$ cat src/rtl/irq_inj_pkg.sv
// Shared types and helpers for the programmable PC-triggered interrupt injector.
package irq_inj_pkg;

    localparam int CNT_W = 8;
    localparam int DLY_W = 8;
    localparam logic [31:0] ACK_ADDR_DEFAULT = 32'h7f20;

    typedef enum logic [1:0] {
        IDLE,
        DELAY,
        ASSERT,
        REARM
    } state_e;

    typedef struct packed {
        logic [31:0]      pc;
        logic [CNT_W-1:0] count;
        logic [DLY_W-1:0] delay;
        logic             pulse;
    } trig_entry_t;

    function automatic logic [31:0] word_align(input logic [31:0] addr);
        return addr & ~32'h3;
    endfunction

endpackage

$ cat src/rtl/irq_trig_match.sv
// Parallel PC comparators over the trigger table with lowest-index priority.
module irq_trig_match
    import irq_inj_pkg::*;
#(
    parameter int NUM_TRIG = 4,
    parameter int IDX_W    = 2
) (
    input  logic [31:0]      pc,
    input  trig_entry_t      entries [NUM_TRIG],
    output logic             hit,
    output logic [IDX_W-1:0] hit_idx
);

    always_comb begin
        // NOTE: outputs get defaults before the loop so no path leaves them unassigned, which would infer a latch.
        hit     = 1'b0;
        hit_idx = '0;
        // Walk downwards so the lowest matching index is the last one written.
        for (int i = NUM_TRIG - 1; i >= 0; i--) begin
            if (entries[i].count != '0 && word_align(pc) == word_align(entries[i].pc)) begin
                hit     = 1'b1;
                hit_idx = IDX_W'(i);
            end
        end
    end

endmodule

$ cat src/rtl/irq_inject_ctrl.sv
// Interrupt injector: fires the CPU interrupt when the PC hits a programmed target,
// holding it until ack (level) or for a fixed pulse, with per-entry count and delay.
module irq_inject_ctrl
    import irq_inj_pkg::*;
#(
    parameter int          NUM_TRIG  = 4,
    parameter int          PULSE_LEN = 4,
    parameter int          ACK_TMO   = 1024,
    parameter logic [31:0] ACK_ADDR  = ACK_ADDR_DEFAULT,
    localparam int         IDX_W     = (NUM_TRIG > 1) ? $clog2(NUM_TRIG) : 1
) (
    input  logic             clk,
    input  logic             reset,
    input  logic             cfg_we,
    input  logic [IDX_W-1:0] cfg_idx,
    input  logic [31:0]      cfg_pc,
    input  logic [CNT_W-1:0] cfg_count,
    input  logic [DLY_W-1:0] cfg_delay,
    input  logic             cfg_pulse,
    input  logic [31:0]      macroscopic_pc,
    input  logic [31:0]      m_int_addr,
    input  logic [3:0]       m_int_byteen,
    output logic             interrupt,
    output logic [IDX_W-1:0] irq_idx,
    output logic             busy,
    output logic [15:0]      fire_total,
    output logic             ack_tmo_err
);

    localparam int TMO_W  = $clog2(ACK_TMO + 1);
    localparam int PLS_W  = $clog2(PULSE_LEN + 1);
    localparam int TMR_A  = (TMO_W > PLS_W) ? TMO_W : PLS_W;
    localparam int TMR_W  = (TMR_A > DLY_W) ? TMR_A : DLY_W;

    trig_entry_t      entries_q [NUM_TRIG];
    trig_entry_t      entries_d [NUM_TRIG];
    state_e           state_q, state_d;
    logic [IDX_W-1:0] idx_q, idx_d;
    logic             pulse_q, pulse_d;
    logic [31:0]      tgt_q, tgt_d;
    logic [TMR_W-1:0] tmr_q, tmr_d;
    logic             interrupt_q, interrupt_d;
    logic [15:0]      fire_total_q, fire_total_d;
    logic             ack_tmo_err_q, ack_tmo_err_d;

    logic             hit;
    logic [IDX_W-1:0] hit_idx;
    logic             ack;

    irq_trig_match #(
        .NUM_TRIG (NUM_TRIG),
        .IDX_W    (IDX_W)
    ) u_match (
        .pc      (macroscopic_pc),
        .entries (entries_q),
        .hit     (hit),
        .hit_idx (hit_idx)
    );

    assign ack = (|m_int_byteen) && (word_align(m_int_addr) == ACK_ADDR);

    always_comb begin
        entries_d     = entries_q;
        state_d       = state_q;
        idx_d         = idx_q;
        pulse_d       = pulse_q;
        tgt_d         = tgt_q;
        tmr_d         = tmr_q;
        interrupt_d   = interrupt_q;
        fire_total_d  = fire_total_q;
        ack_tmo_err_d = ack_tmo_err_q;

        case (state_q)
            IDLE: begin
                if (hit) begin
                    idx_d   = hit_idx;
                    pulse_d = entries_q[hit_idx].pulse;
                    tgt_d   = word_align(entries_q[hit_idx].pc);
                    tmr_d   = TMR_W'(entries_q[hit_idx].delay);
                    state_d = (entries_q[hit_idx].delay == '0) ? ASSERT : DELAY;
                end
            end
            DELAY: begin
                if (tmr_q <= TMR_W'(1)) state_d = ASSERT;
                else                    tmr_d   = tmr_q - TMR_W'(1);
            end
            ASSERT: begin
                // interrupt still low means this is the first ASSERT cycle: fire now.
                if (!interrupt_q) begin
                    interrupt_d = 1'b1;
                    if (fire_total_q != 16'hffff) fire_total_d = fire_total_q + 16'd1;
                    if (entries_q[idx_q].count != '0 && entries_q[idx_q].count != '1)
                        entries_d[idx_q].count = entries_q[idx_q].count - CNT_W'(1);
                    tmr_d = pulse_q ? TMR_W'(PULSE_LEN) : TMR_W'(ACK_TMO);
                end else if (ack) begin
                    interrupt_d = 1'b0;
                    state_d     = REARM;
                end else if (tmr_q == TMR_W'(1)) begin
                    interrupt_d = 1'b0;
                    state_d     = REARM;
                    if (!pulse_q) ack_tmo_err_d = 1'b1;
                end else begin
                    tmr_d = tmr_q - TMR_W'(1);
                end
            end
            REARM: begin
                if (word_align(macroscopic_pc) != tgt_q) state_d = IDLE;
            end
            default: state_d = IDLE;
        endcase

        // Applied last so a config write beats the fire-time decrement on the same entry.
        if (cfg_we) begin
            entries_d[cfg_idx] = '{pc: cfg_pc, count: cfg_count, delay: cfg_delay, pulse: cfg_pulse};
        end
    end

    always_ff @(posedge clk) begin
        // NOTE: non-blocking assignments so every flop captures the pre-edge values computed above.
        if (reset) begin
            state_q       <= IDLE;
            idx_q         <= '0;
            pulse_q       <= 1'b0;
            tgt_q         <= '0;
            tmr_q         <= '0;
            interrupt_q   <= 1'b0;
            fire_total_q  <= '0;
            ack_tmo_err_q <= 1'b0;
            // NOTE: the trigger table is reset explicitly; a stale entry surviving reset would fire on an old PC.
            for (int i = 0; i < NUM_TRIG; i++) entries_q[i] <= '0;
        end else begin
            state_q       <= state_d;
            idx_q         <= idx_d;
            pulse_q       <= pulse_d;
            tgt_q         <= tgt_d;
            tmr_q         <= tmr_d;
            interrupt_q   <= interrupt_d;
            fire_total_q  <= fire_total_d;
            ack_tmo_err_q <= ack_tmo_err_d;
            entries_q     <= entries_d;
        end
    end

    assign interrupt   = interrupt_q;
    assign irq_idx     = idx_q;
    assign busy        = (state_q != IDLE);
    assign fire_total  = fire_total_q;
    assign ack_tmo_err = ack_tmo_err_q;

endmodule

$ cat config.mk
export PLATFORM = sky130hd
export DESIGN_NAME = irq_inject_ctrl
export DESIGN_NICKNAME = d
export VERILOG_FILES = /design/src/rtl/irq_inj_pkg.sv /design/src/rtl/irq_trig_match.sv /design/src/rtl/irq_inject_ctrl.sv
export SDC_FILE = /design/constraint.sdc
export NUM_CORES = 1
export LEC_CHECK = 0
export ABC_AREA = 1
export BUFFER_PORTS_ARGS = -buffer_cell sky130_fd_sc_hd__clkbuf_2
export CAP_MARGIN = 5
export CORE_UTILIZATION = 45
export CTS_CLUSTER_DIAMETER = 120
export DETAILED_ROUTE_END_ITERATION = 12
export PLACE_DENSITY = 0.66
export SLEW_MARGIN = 40
export SYNTH_ARGS = -nofsm -noshare
export SYNTH_HDL_FRONTEND = slang
export SYNTH_SLANG_ARGS = --single-unit
export TNS_END_PERCENT = 20
$ cat constraint.sdc
create_clock -name clk -period 2.3 [get_ports clk]
set_input_delay 0 -clock clk [delete_from_list [all_inputs] [get_ports clk]]
set_output_delay 0 -clock clk [all_outputs]
set_load 0.05 [all_outputs]
# Yosys cells after proc, flatten, opt, wreduce, memory -nomap -nowiden
# Cells that the tools add are included.
op_classes:
  n_addsub: 3
  magnitude_cmp: 6
  eq_ne: 20
  mux: 42
  bitwise: 6
  reduce_logical: 23
ops:
  columns: ["cell", "n"]
  rows:
  - ["$mux W196", 4]
  - ["$bwmux W196", 2]
  - ["$bmux W49 S2", 2]
  - ["$demux W49 S2", 2]
  - ["$mux W49", 3]
  - ["$eq A30 B30 Y1", 4]
  - ["$mux W11", 6]
  - ["$mux W17", 3]
  - ["$reduce_bool A8 Y1", 5]
  - ["$pmux W11 S3", 1]
  - ["$eq A30 B13 Y1 const B", 1]
  - ["$ne A30 B30 Y1", 1]
  - ["$mux W2", 11]
  - ["$add A16 B1 Y16 const B", 1]
  - ["$ne A16 B16 Y1 const B", 1]
  - ["$reduce_and A5 Y1", 3]
  - ["$eq A11 B1 Y1 const B", 1]
  - ["$le A11 B1 Y1 const B", 1]
  - ["$sub A11 B1 Y11 const B", 1]
  - ["$ne A2 B2 Y1 const B", 5]
  - ["$ge A3 B3 Y1 const B", 3]
  - ["$ne A3 B3 Y1 const B", 3]
  - ["$not A2 Y3", 3]
  - ["$logic_and A1 B1 Y1", 8]
  - ["15 further kinds", 25]
totals:
  register_bits: 260
  inputBits: 122
  out_inout_bits: 21
  word_cells: 124

# Logic depth before layout (Yosys ltp)
# Gate-level depths: netlist (run 1).
logic_depth:
  ltp_word: 14
  ltp_mapped: 21
  depth_no_buf: 19

# Modules after synthesis
# Synthesis (run 1) repeated with hierarchy kept, for this count alone.
unflattened:
  cells_unflattened: 2361
  hier_area_um2: 14835.5
modules_own_cells:
  columns: ["module", "n_inst", "cells_per_inst", "area_each_um2", "seq_area_each_um2"]
  rows:
  - ["irq_inject_ctrl", 1, 1920, 12768.5, 5205.0]
  - ["irq_trig_match", 1, 441, 2067.0, 0.0]

# Least setup slack after synthesis (run 1)
# Ideal clock, no wire load.
synth_timing:
  kind: "flip-flop to flip-flop"
  start: "reg idx_q[1] (netlist: irq_idx[1])"
  end: "reg entries_q[158] in the netlist's numbering"
  setup_ns: 0.110
  t_arrival_ns: 2.549
  t_required_ns: 2.190
  slack_ns: -0.359
  stages_incl_launch_ff: 16
  path_buffers: 1
  period_less_slack_ns: 2.659
  cell_sequence: "dfxtp_1 -> inv_1 -> nand2_1 -> inv_1 -> a22o_1 -> a21oi_1 -> o21a_1 -> inv_1 -> ha_1 -> nand4_1 -> nand4_2 -> buf_6 -> nand2_1 -> nand3_1 -> nand3_1 -> inv_1"
synth_via:
  elab_chain_len: 11
  elab_cells_between_ends: 19
  classes_between: "1 x add/sub; 2 x order compare; 1 x eq/ne; 11 x mux; 1 x bitwise; 3 x reduce/logical"
synth_rtl:
  columns: ["item", "line", "text"]
  rows:
  - ["from (decl)", "irq_inject_ctrl.sv:38", "logic [IDX_W-1:0] idx_q, idx_d;"]
  - ["from (signal assigned)", "irq_inject_ctrl.sv:133", "idx_q <= idx_d;"]
  - ["$not A2 Y3 (not written as such) (*)", "irq_inject_ctrl.sv:92, irq_inject_ctrl.sv:93", null]
  - ["$bmux W49 S2 (tied with other cells)", "irq_inject_ctrl.sv:92, irq_inject_ctrl.sv:93", null]
  - ["$mux W17 (not written as such) / $logic_and A1 B1 Y1 (equally long branches)", "irq_inject_ctrl.sv:92, irq_inject_ctrl.sv:93", null]
  - ["$mux W17, on equally long branches", "irq_inject_ctrl.sv:92, irq_inject_ctrl.sv:93", null]
  - ["$sub A8 B1 Y8 (tied with other cells)", "irq_inject_ctrl.sv:93", "entries_d[idx_q].count = entries_q[idx_q].count - CNT_W'(1);"]
  - ["$bwmux W196 / $logic_and A1 B1 Y1 (equally long branches)", "irq_inject_ctrl.sv:93, irq_inject_ctrl.sv:92", null]
  - ["$mux W196 (*)", "irq_inject_ctrl.sv:92", "if (entries_q[idx_q].count != '0 && entries_q[idx_q].count != '1)"]
  - ["$mux W196 (*)", "irq_inject_ctrl.sv:89", "if (!interrupt_q) begin"]
  - ["$mux W196 (*)", "irq_inject_ctrl.sv:73", "case (state_q)"]
  - ["$bwmux W196", "irq_inject_ctrl.sv:114", "entries_d[cfg_idx] = '{pc: cfg_pc, count: cfg_count, delay: cfg_delay, pulse: cfg_pulse};"]
  - ["$mux W196 (*)", "irq_inject_ctrl.sv:113", "if (cfg_we) begin"]
  - ["to (signal assigned)", "irq_inject_ctrl.sv:140", "entries_q <= entries_d;"]
  - ["to (decl)", "irq_inject_ctrl.sv:35", "trig_entry_t entries_q [NUM_TRIG];"]
# Every way passes the cells marked *; elsewhere a longest branch is shown, timed or not. The select of a mux whose other input is x is not followed.
# A chain may end at the register's enable or synchronous reset.

# Worst setup path in the final report (run 1)
layout_timing:
  start: "reg entries_q[182] in the netlist's numbering"
  end: "reg tgt_q[19]"
layout_via:
  elab_chain_len: 7
  elab_cells_between_ends: 9
  classes_between: "1 x eq/ne; 5 x mux; 1 x bitwise; 2 x reduce/logical"
layout_rtl:
  columns: ["item", "line", "text"]
  rows:
  - ["$eq A30 B30 Y1 (*)", "irq_trig_match.sv:20", "if (entries[i].count != '0 && word_align(pc) == word_align(entries[i].pc)) begin"]
  - ["$logic_and A1 B1 Y1 (*)", "irq_trig_match.sv:20", null]
  - ["$mux W2", "irq_trig_match.sv:20", null]
  - ["$not A2 Y3 (not written as such)", "irq_inject_ctrl.sv:78", "tgt_d = word_align(entries_q[hit_idx].pc);"]
  - ["$bmux W49 S2", "irq_inject_ctrl.sv:78", null]
  - ["$mux W49 (2 in a row)", null, null]
  - ["to (signal assigned)", "irq_inject_ctrl.sv:135", "tgt_q <= tgt_d;"]
  - ["to (decl)", "irq_inject_ctrl.sv:40", "logic [31:0] tgt_q, tgt_d;"]
# Marks and branches as above.

==> flow_summary.json, run 1 <==
{
  "grt_overflow": 0,
  "dp_hpwl_um": 39000,
  "drive_gt1_share_pct": 25.0,
  "fin_cells": 3008,
  "slew_viol_final": 0,
  "wirelength_um": 56000,
  "startpoint_type": "flop",
  "drv_cap": 0,
  "drtIter0Drc": 1561,
  "fin_setup_tns_ns": -0.251,
  "power_density_nw_per_um2": 594,
  "crit_required_ns": 2.76,
  "ys_types": 51,
  "worstMarginPinSlew_ns": 0.913,
  "setup_viol": 12,
  "synth-edff-count": 0,
  "cts-root-buf": "clkbuf_16",
  "critical_path_peak_fanout": 28,
  "cts.clk_slew.worst_paths_ns": 0.06,
  "worstPathArrival_ns": 2.81,
  "dieArea_um2": 33200,
  "grt_pass1_wl_um": 85400,
  "crit_top_cell": "o21ai_1",
  "total_power_mw": 11.7,
  "crit_path_top_delay_cell": "dfxtp_1",
  "synth_warnings": 0,
  "final_common_cell": "nand2_1",
  "grt_max_degree": 77,
  "die_h_um": 182,
  "synth-async-reset-ratio_pct": 0,
  "areaGrowthSynthToFinish_pct": 34.6,
  "cts_made_buffers": 30,
  "fin_nets": 2716,
  "cts_sinks": 252,
  "diodes": 0,
  "cts.htree.levels": 1,
  "holdCritStartpoint": "m_int_addr[6]",
  "synth_top_area_share_pct": 34.5,
  "max-slew-margin-rel_pct": 39.1,
  "die_w_um": 182,
  "setup_ws_ns": -0.0431,
  "clock.fmax_mhz": 427,
  "final_cell_mix": "370 x nand2_1, 307 x nor2_1, 229 x inv_1, 227 x dfxtp_1, 204 x a21oi_1",
  "syn_nets": 2380,
  "crit_chain": "xnor2_1, buf_4, nand2_1, nor2_1, nand3_1, nor2_2, nand2_4, nand2_8, buf_4, buf_12, a21oi_1, o21ai_1, o21ai_1, o21ai_1, inv_1",
  "synthFlopType": "dfxtp_1",
  "finClkSkew_ns": 0.0189,
  "hp-class": "input port to flop",
  "fin_crit_sh_pct": 102,
  "max_stage_delay_ns": 0.32,
  "ant_nets": 0,
  "synth.largest_area_cell": "dfxtp_1",
  "io_buffers": 136,
  "postSynthCellCount": 2246,
  "ys_ff_latch": 252,
  "antenna_found_initial": 1,
  "hold_viol_final": 0,
  "rsz0062_at_grt": "true",
  "grt_pass1_vias": 15600,
  "via_count": 16500,
  "crit_start": "entries_q[182]",
  "power_leakage_nw": 8.99,
  "fp-row-count": 65,
  "vdd_ir_drop_max_uv": 595,
  "yosysSeqAreaShare_pct": 34.5,
  "ios": 143,
  "place_congestion": 1.08,
  "utilization_pct": 62.0,
  "dpl.cell_count": 2864,
  "syn_avg_cell_area_um2": 6.50,
  "routedWlPerCell_um": 18.6,
  "drc_errors": 0,
  "coreArea_um2": 31700,
  "r2r-start": "entries_q[182]",
  "start_util_pct": 46.1,
  "min_period_ns": 2.34,
  "tritoncts": "done",
  "worstSetupPathType": "flop to flop",
  "avgViaCountPerCell": 5.48,
  "drt_first_pass_iters": 6,
  "grt.total_usage_pct": 32.7,
  "synth_area_um2": 14600,
  "synth.top_cells.by_area": "dfxtp_1 35%, nand2_1 10%, nor2_1 8.5%",
  "outcome": "finished, violations left",
  "insertion_delay_ns": 0.57,
  "cts_buffer_depth": 3,
  "end_kind": "flop",
  "violations": "setup timing"
}
==> metal layers <==
layer / share of wire, % / global-route usage, % / vias to the layer above
met4: 5.3 / 15.6 / 0
met2: 48 / 56.2 / 734
met1: 40 / 40.6 / 7602
li1: - / - / 7965
met5: 0 / 0 / -
met3: 7.5 / 4.01 / 177
==> kinds of logic after synthesis <==
kind of cell | share of synthesized area [%]
DFF | 34.5
and+or+nand+nor | 26.4
AOI/OAI and AO/OA | 20.7
buffers and inverters | 11.3
xor gates and xnor gates | 6.06
muxes | 0.0685
adders and majority gates | 1.03
==> Yosys cell counts, types with 2 or more instances <==
library cell and n:
a21oi_1 219, a221oi_1 2, a221oi_2 3, a31oi_1 2, and2_1 6, buf_2 16
buf_4 26, buf_6 8, clkbuf_1 75, dfxtp_1 252, ha_1 12, inv_1 241
inv_2 24, nand2_1 402, nand2_2 4, nand2_4 2, nand3_1 86, nand3_2 2
nand3b_1 5, nand4_1 26, nand4_2 5, nor2_1 330, nor2_2 3, nor2b_1 4
nor3_1 24, nor3_2 3, nor3b_1 3, nor4_1 6, o2111ai_1 5, o211a_1 2
o211ai_1 16, o21a_1 3, o21ai_0 217, o21ai_1 79, o22ai_1 13, o32ai_1 3
or2_1 2, or2_2 3, xnor2_1 61, xor2_1 40
==> report_power, final <==
group          internal, mW  leakage [nW]  switching, mW
Sequential             4.54          2.07          0.130
Clock                  3.13         0.514           1.97
Combinational         0.794          6.41           1.12
Total                  8.47          8.99           3.23
==> critical path, delay by kind of cell, from the launching register on <==
kind	cells	cell delay (ns)
xor+xnor	1	0.25
simple gates	6	0.66
buf+inv	4	0.52
compound gates	4	0.47
flops	1	0.32
==> metrics by stage <==
step	hold WS [ns]	worst slack [ns]	instance area (um2)
after global placement	0.271	-0.114	16900
final	0.0493	-0.0431	19700
after global routing	0.0948	-0.179	19700
after detailed placement	0.283	-0.185	16900
after floorplan	0.135	0.0134	14600
after CTS	0.0131	-0.0112	18900
==> what timing repair did <==
| action | CTS | global route |
|---|---|---|
| pin swaps | 37 | 66 |
| buffers inserted | 14 | 13 |
| setup endpoints to repair | 77 | 81 |
| hold endpoints to repair | 191 | 0 |
| resized for setup | 77 | 167 |
| gates cloned | 3 | 6 |
| hold buffers | 53 | 0 |
==> area by class of cell <==
class | count | area [um2]
Fill cell | 2963 | 12100
Timing Repair inverter | 1 | 5.00
Clock inverter | 10 | 155
Inverter | 265 | 1030
Sequential cell | 252 | 5080
Timing Repair Buffer | 427 | 3320
Multi-Input combinational cell | 1605 | 8670
Tap cell | 402 | 503
Clock buffer | 46 | 902
==> worst paths after layout <==
check,endpoint,slack (ns),cells past startpoint
worst min register to register,entries_q[147],0.45,2
worst min-delay path,interrupt,0.05,6
worst max-delay path,tgt_q[19],-0.04,15
worst max register to register,tgt_q[19],-0.04,15
==> flip-flops by register name (all words and copies together), names as in the netlist <==
| register | cells |
|---|---|
| interrupt | 1 |
| entries_q | 188 |
| irq_idx | 2 |
| tgt_q | 30 |
| pulse_q | 1 |
| fire_total | 16 |
| tmr_q | 11 |
| ack_tmo_err | 1 |
| state_q | 2 |
Power figures use the tool's default switching activity.
==> run 2: changes to the inputs <==
--- a/config.mk
+++ b/config.mk
@@ -11,7 +11,7 @@
 export CORE_UTILIZATION = 45
 export CTS_CLUSTER_DIAMETER = 120
 export DETAILED_ROUTE_END_ITERATION = 12
-export PLACE_DENSITY = 0.66
+export SETUP_SLACK_MARGIN = 0.15
 export SLEW_MARGIN = 40
 export SYNTH_ARGS = -nofsm -noshare
 export SYNTH_HDL_FRONTEND = slang
==> constraint.sdc (replaced) <==
create_clock -name clk -period 3 [get_ports clk]
set_input_delay 0 -clock clk [delete_from_list [all_inputs] [get_ports clk]]
set_output_delay 0 -clock clk [all_outputs]
set_load 0.01 [all_outputs]
==> run 2 against run 1 <==
Net effect:
- the run now ends clean
- final area is 13% lower
- worst setup slack better by 0.28 ns
- maximum frequency is 15% lower
- sequential share of layout area is 3.5 points higher
- core utilization is 7.8 points lower
- total power is 29% lower
- clock-buffer cell count is 7 lower
- combinational power is 36% lower
- first-iteration DRC count is 21% lower
- critical endpoint is now tgt_q[23]
- largest cell class unchanged
==> flow_summary.json, run 2 (synthesis gave the netlist of run 1 again) <==
{
  "hold_viol_final": 0,
  "largest_reg_flops": 188,
  "routedWlPerCell_um": 19.2,
  "crit_top_cell": "nand2_1",
  "largest_register": "entries_q",
  "coreArea_um2": 31700,
  "n_fill_cell": 3249,
  "die_h_um": 182,
  "io_buffers": 136,
  "fp-row-count": 65,
  "power_density_nw_per_um2": 485,
  "insertion_delay_ns": 0.58,
  "avgViaCountPerCell": 5.43,
  "vdd_ir_drop_max_uv": 501,
  "slew_viol_final": 0,
  "startpoint_type": "flop",
  "grt.total_usage_pct": 32.3,
  "areaGrowthSynthToFinish_pct": 17.7,
  "drive_gt1_share_pct": 12.1,
  "outcome": "completed",
  "setup_viol": 0,
  "start_util_pct": 46.1,
  "swShare_pct": 28.7,
  "cts.htree.levels": 1,
  "tritoncts": "done",
  "die_w_um": 182,
  "drc_errors": 0,
  "dpl.cell_count": 2702,
  "power_leakage_nw": 7.70,
  "finClkSkew_ns": 0.0139,
  "antenna_found_initial": 1,
  "via_count": 15300,
  "drtIter0Drc": 1233,
  "cts_sinks": 252,
  "fin_nets": 2520,
  "ant_nets": 0,
  "dieArea_um2": 33200,
  "wirelength_um": 53800,
  "regToRegSetupSlack_ns": 0.24,
  "p_int_mw": 5.95,
  "max-slew-margin-rel_pct": 43.5,
  "switching_power_mw": 2.39,
  "clock.fmax_mhz": 362,
  "grt_pass1_vias": 14700,
  "ios": 143,
  "end_kind": "flop",
  "grt_overflow": 0,
  "crit_required_ns": 3.52,
  "final_cell_mix": "398 x nand2_1, 329 x nor2_1, 251 x dfxtp_1, 239 x inv_1, 218 x a21oi_1",
  "cts_buffer_depth": 3,
  "crit_chain": "inv_1, nand2_1, nand2_1, nor2_1, nand2_1, nor2_1, nand2_1, o21ai_1, nand3_1, inv_1, buf_12, o21ai_0, o21ai_1, o21ai_1, inv_1",
  "critical_path_peak_fanout": 19,
  "grt_pass1_wl_um": 82800,
  "pwr-share-seq_pct": 42.9,
  "p_comb_share_pct": 14.6,
  "min_period_ns": 2.76,
  "cts.clk_slew.worst_paths_ns": 0.06,
  "rsz0062_at_grt": "true",
  "path_delay_family": "simple AND/OR/NAND/NOR gates",
  "hp-class": "input port to flop",
  "fin_crit_sh_pct": 92.0,
  "worstMarginPinSlew_ns": 0.848,
  "fin_setup_tns_ns": 0,
  "drt_first_pass_iters": 9,
  "place_congestion": 1.05,
  "worst-path-buf-inv": 4,
  "crit_path_top_delay_cell": "dfxtp_1",
  "dp_hpwl_um": 38100,
  "max_stage_delay_ns": 0.36,
  "grt_max_degree": 83,
  "fin_cells": 2807,
  "cts_made_buffers": 30,
  "final_common_cell": "nand2_1",
  "pwr-share-clk_pct": 42.4,
  "worstPathArrival_ns": 3.28,
  "cts-root-buf": "clkbuf_16",
  "drv_cap": 0,
  "worstSetupPathType": "flop to flop"
}
-- run 2: per-layer routing --
| metal | up-vias | part of all wire, % | track usage (%) |
|---|---|---|---|
| met1 | 7082 | 43 | 40.3 |
| met4 | 0 | 3.9 | 12.1 |
| met2 | 529 | 47 | 56.3 |
| met5 | - | 0 | 0 |
| li1 | 7536 | - | - |
| met3 | 107 | 6.0 | 4.57 |
-- run 2: power groups by stage --
stage,sequential (mW),combinational (mW),clock (mW)
4_1_cts,3.58,1.20,3.59
2_1_floorplan,3.62,0.718,0
5_1_grt,3.59,1.34,3.71
3_5_place_dp,3.65,1.14,0
3_3_place_gp,3.65,1.13,0
6_report,3.58,1.22,3.54
-- run 2: path summary, 6_finish.rpt --
kind,depth (start not counted),end,startpoint
hold / removal,7,interrupt,m_int_addr[22]
setup / recovery,15,tgt_q[23],entries_q[27]
hold reg to reg,2,entries_q[155],entries_q[155]
setup reg to reg,15,tgt_q[23],entries_q[27]
-- run 2: worst reg2reg max path: cells and delay by family (launching register included) --
kind / cells / cell delay [ns]
AOI/OAI and AO/OA: 4 / 0.82
buffers and inverters: 4 / 0.63
and+or+nand+nor: 7 / 0.92
DFF: 1 / 0.36
-- run 2: repair_timing --
item                                    4_1_cts  5_1_grt
resized for setup                             0       19
pin swaps                                     0        0
endpoints found under the hold margin       190        0
endpoints found under the setup margin        5       55
cloned                                        0        0
buffers inserted                              0        1
hold buffers                                 53        0
-- run 2: metrics by stage --
step	utilization, %	total power [mW]	area, um2	hold slack (ns)	setup slack [ns]
finish	54.2	8.34	17200	0.0251	0.239
CTS	53.8	8.36	17100	0.0231	0.118
detailed placement	49.2	4.79	15600	0.280	0.135
floorplan	-	4.34	14600	0.135	0.674
global route	54.2	8.64	17200	0.105	0.0327
global placement	49.2	4.78	15600	0.270	0.164
-- run 2: final cells by class --
| cell class | instances | area (um2) | area share [%] |
|---|---|---|---|
| sequential | 252 | 5050 | 29.3 |
| inverter | 265 | 1000 | 5.83 |
| timing repair buffer | 234 | 1690 | 9.85 |
| multi-input combinational | 1603 | 8010 | 46.6 |
| clock buffer | 39 | 835 | 4.85 |
| antenna | 1 | 2.50 | 0.0145 |
| clock inverter | 11 | 105 | 0.611 |
| tap | 402 | 503 | 2.92 |
